<file path="config.mk">
export PLATFORM = sky130hd
export DESIGN_NAME = apb_master_bridge
export DESIGN_NICKNAME = d
export VERILOG_FILES = /design/src/rtl/apb_master_bridge.sv
export SDC_FILE = /design/constraint.sdc
export NUM_CORES = 1
export LEC_CHECK = 0
export CAP_MARGIN = 20
export CORE_MARGIN = 5
export CORE_UTILIZATION = 36
export DETAILED_ROUTE_END_ITERATION = 6
export GPL_TIMING_DRIVEN = 0
export PLACE_DENSITY = 0.76
export SLEW_MARGIN = 0
export SYNTH_ARGS = -nofsm -noshare
export SYNTH_HDL_FRONTEND = slang
export SYNTH_SLANG_ARGS = --single-unit
</file>
<file path="constraint.sdc">
create_clock -name PCLK -period 2.8 [get_ports PCLK]
set_input_delay 0.56 -clock PCLK [delete_from_list [all_inputs] [get_ports PCLK]]
set_output_delay 0.56 -clock PCLK [all_outputs]
set_load 0.03 [all_outputs]
</file>
<file path="src/rtl/apb_master_bridge.sv">
// APB requester: one local command -> SETUP + ACCESS on slave1/slave2 (addr bit 7), min 3 cycles req->tr_done.
// No upstream backpressure: tr_req is only taken in IDLE or at a completion edge; wait states bounded by TIMEOUT.
module apb_master_bridge #(
  parameter int TIMEOUT = 16,
  parameter int CNT_W   = 8
) (
  input  logic             PCLK,
  input  logic             PRST,
  input  logic             tr_req,
  input  logic             tr_write,
  input  logic [7:0]       tr_addr,
  input  logic [7:0]       tr_wdata,
  output logic             tr_busy,
  output logic             tr_done,
  output logic             tr_err,
  output logic [7:0]       tr_rdata,
  output logic             PSEL1,
  output logic             PSEL2,
  output logic             PENABLE,
  output logic             PWRITE,
  output logic [7:0]       padd,
  output logic [7:0]       pwdata,
  input  logic [7:0]       prdata1,
  input  logic [7:0]       prdata2,
  input  logic             PREADY1,
  input  logic             PREADY2
);

  typedef enum logic [1:0] {IDLE, SETUP, ACCESS} state_t;

  localparam logic [CNT_W-1:0] CNT_LAST = CNT_W'(TIMEOUT - 1);
  localparam logic [CNT_W-1:0] CNT_MAX  = CNT_W'(TIMEOUT);

  state_t           state, state_n;
  logic [CNT_W-1:0] wait_cnt;
  logic [7:0]       addr_q, wdata_q, rdata_q;
  logic             write_q, done_q, err_q;

  logic             capture, complete, abort;
  logic             sel_ready;
  logic [7:0]       sel_rdata;

  assign sel_ready = addr_q[7] ? PREADY2 : PREADY1;
  assign sel_rdata = addr_q[7] ? prdata2 : prdata1;

  always_comb begin
    state_n  = state;
    capture  = 1'b0;
    complete = 1'b0;
    abort    = 1'b0;
    case (state)
      IDLE: begin
        if (tr_req) begin
          capture = 1'b1;
          state_n = SETUP;
        end
      end
      SETUP: state_n = ACCESS;
      ACCESS: begin
        if (sel_ready) begin
          complete = 1'b1;
          // A pending request at the completion edge chains straight into SETUP.
          if (tr_req) begin
            capture = 1'b1;
            state_n = SETUP;
          end else begin
            state_n = IDLE;
          end
        end else if (wait_cnt == CNT_LAST) begin
          abort   = 1'b1;
          state_n = IDLE;
        end
      end
      default: state_n = IDLE;
    endcase
  end

  always_ff @(posedge PCLK) begin
    if (PRST) begin
      state    <= IDLE;
      wait_cnt <= '0;
      addr_q   <= '0;
      wdata_q  <= '0;
      write_q  <= 1'b0;
      rdata_q  <= '0;
      done_q   <= 1'b0;
      err_q    <= 1'b0;
    end else begin
      state  <= state_n;
      done_q <= complete | abort;
      err_q  <= abort;
      if (capture) begin
        addr_q  <= tr_addr;
        wdata_q <= tr_wdata;
        write_q <= tr_write;
      end
      if (complete && !write_q)
        rdata_q <= sel_rdata;
      if (state == SETUP)
        wait_cnt <= '0;
      else if (state == ACCESS && !sel_ready && wait_cnt != CNT_MAX)
        wait_cnt <= wait_cnt + 1'b1;
    end
  end

  assign tr_busy  = (state != IDLE);
  assign tr_done  = done_q;
  assign tr_err   = err_q;
  assign tr_rdata = rdata_q;
  assign PSEL1    = (state != IDLE) && !addr_q[7];
  assign PSEL2    = (state != IDLE) &&  addr_q[7];
  assign PENABLE  = (state == ACCESS);
  assign PWRITE   = write_q;
  assign padd     = addr_q;
  assign pwdata   = wdata_q;

endmodule
</file>
==> results.yml <==
setup_path:
  cp_max_fo: 10
  crit_path_max_incr_delay_ns: 0.66
  arrival_ns: 1.92
  crit_path_cell_trace: "buf_2, and2_1, clkdlybuf4s50_1"
  cpLargestDelayFamily: "buffers and inverters"
  worstReg2RegEnd: "tr_done"
  cp-end-kind: "output pin"
  rrSetupSlack_ns: 1.17
  start_kind: "register"
  r2r_start: "wait_cnt[1]"
  crit_buf_inv: 2
  crit_type: "reg2out"
  r2r.worst_path.cells: 4
  required_ns: 2.24
  cpMaxStageDelayCell: "clkdlybuf4s50_1"
sta:
  slew_headroom_pct: 63.2
  max_freq_mhz: 403
  hold_violations: 0
  worst_clock_skew_ns: 0.00959
  fin_crit_ns: 2.48
  worst_pin_slew_ns: 0.549
  final-setup-viol-count: 0
  rsz0062_at_grt: "false"
  drv_slew: 0
  period_share_pct: 88.7
  fin_tns_setup_ns: 0
synthesis:
  synth_top_flop_cell: "dfxtp_1"
  synth_nets: 224
  synth_edf_count: 0
  synth.distinct_cells: 34
  synth_seq_cells: 37
  async_flop_share_pct: 0
  synth_top_area_share_pct: 43.1
  netlist_instances: 184
  yosysSeqAreaShare_pct: 43.1
  synth_top_area_cell: "dfxtp_1"
  synth.avg_cell_area_um2: 9.34
  synth_area_mm2: 0.00172
  yosys-top-cells-area: "dfxtp_1, mux2i_1, nand2_1"
  yosys_warnings: 0
floorplanning:
  ios: 69
  fp.dieArea_mm2: 0.00625
  fp.coreArea_mm2: 0.00469
  initial_core_util_pct: 36.6
  die_w_um: 79.1
  die_y_um: 79.1
  row_count: 25
place:
  gp_congestion: 0.829
  portBuffers: 68
  dp.cells: 306
  dp_hpwl_mm: 3.25
clocking:
  cts_hold_buffers: 0
  cts-buffers-inserted: 5
  worstSkewPairLatency_ns: 0.28
  post_cts_buffers: 0
  cts_max_path_buffers: 2
  ctsResizeCount: 0
  h-tree-depth: 2
  clkTransAtPathRegs_ns: 0.08
  cts_tree: "yes"
  cts_root_buf: "clkbuf_8"
  cts_sinks: 37
run_status:
  status: "finished clean"
min_path:
  worstHoldStart: "pwdata[7]"
  hold_class: "reg2reg"
  whs_endpoint: "pwdata[7]"
  hold_depth: 2
drt:
  vias: 1609
  routed_via_density: 5.12
  finalWirelength_mm: 4.32
  drc: 0
  antenna_left: 0
  first_iter_violations: 115
  wl_per_cell_um: 13.7
  firstDrtPassIters: 4
layout:
  drive_above_1_share_pct: 7.69
  num_antenna_cells: 0
  finalNonFillerCells: 314
  syn_to_final_growth_pct: 49.7
  finalNetCount: 299
flow_run:
  cap_violations: 0
power:
  p_per_area_mw_per_mm2: 489
  ir_worst_vdd_uv: 300
  p_leak_nw: 0.949
global_route:
  first_global_vias: 1621
  grt_start_max_net_pins: 13
  grt_pass1_wl_mm: 7.37
  antenna_found_initial: 0
  grt-ovfl-total: 0
  track_usage_pct: 14.6
## through the flow
| stage | worst slack (ns) | hold WS (ns) | utilization (%) | area (µm²) | power, mW |
|---|---|---|---|---|---|
| 6_report | 0.316 | 0.460 | 54.8 | 2570 | 1.26 |
| 5_1_grt | 0.194 | 0.484 | 54.8 | 2570 | 1.32 |
| 4_1_cts | 0.291 | 0.465 | 54.8 | 2570 | 1.27 |
| 3_5_place_dp | 0.594 | 0.455 | 52.6 | 2470 | 0.854 |
| 3_3_place_gp | 0.619 | 0.443 | 52.6 | 2470 | 0.851 |
| 2_1_floorplan | 1.01 | 0.454 | - | 1720 | 0.726 |
## state kept, by name, indices dropped and copies added, names as in the netlist
signal,flops
PWRITE,1
padd,8
pwdata,8
state,2
tr_done,1
tr_err,1
tr_rdata,8
wait_cnt,8
## routing by layer
| metal | global-route usage [%] | part of all wire [%] | up-vias |
|---|---|---|---|
| li1 | - | - | 800 |
| met2 | 23.2 | 47 | 47 |
| met3 | 5.44 | 6.7 | 7 |
| met4 | 4.81 | 1.3 | 0 |
| met5 | 0 | 0 | - |
| met1 | 18.1 | 45 | 755 |
## where the power goes
group          total, mW  internal (mW)  switching [mW]
clock              0.416          0.227           0.189
sequential         0.567          0.551          0.0162
combinational      0.273          0.136           0.138
total               1.26          0.913           0.343
## layout make-up
class                      count  area [µm²]
multi-input combinational    131         902
timing repair buffer          68         681
tap                           54        67.6
buffer                        12        60.1
clock buffer                   7        96.3
clock inverter                 1        8.76
inverter                       4        15.0
sequential                    37         741
fill                         441        2120
## worst register-to-register path: stages, from the launching register on
cell and delay [ns]:
dfxtp_1 0.43, ha_1 0.24, nand3_1 0.14, or3b_2 0.52, a211oi_1 0.22
## synth_stat cells, drive strengths merged (2+ instances only)
master / instances
a21boi: 2
nand2: 35
mux2i: 31
a21oi: 9
and2: 3
nor2b: 2
nor4: 2
nor3: 3
buf: 5
or4: 2
nand4: 2
nand3b: 3
dfxtp: 37
nand2b: 3
o31ai: 2
ha: 2
inv: 4
clkbuf: 7
nand3: 11
a211oi: 10
## how the worst max path moves through the flow
stage | start | end | slack, ns | cells past startpoint
after floorplan | padd[7] | PSEL2 | 1.01 | 2
after global placement | PRST | wait_cnt[6] | 0.62 | 6
after detailed placement | PRST | pwdata[4] | 0.59 | 6
after CTS | padd[7] | PSEL2 | 0.29 | 3
after global routing | padd[7] | PSEL2 | 0.19 | 3
final | padd[7] | PSEL2 | 0.32 | 3
## logic make-up after synthesis
logic type               count (synthesis)  share of synthesized area, %
flip-flops                              37                          43.1
multiplexers                            32                          19.2
AND/OR/NAND/NOR                         72                          21.8
AO/OA/AOI/OAI                           25                          10.1
adder cells (fa/ha/maj)                  2                          1.46
buffers and inverters                   16                          4.37
## placed cells by master (no fill, tap or decap), types with 4 or more instances in the layout
cell type,count
inv_1,4
nand2_1,35
clkbuf_8,7
a211oi_1,10
nand3_1,11
clkbuf_1,7
dfxtp_1,37
mux2i_1,30
clkdlybuf4s50_1,68
a21oi_1,8
Power figures use the tool's default switching activity.
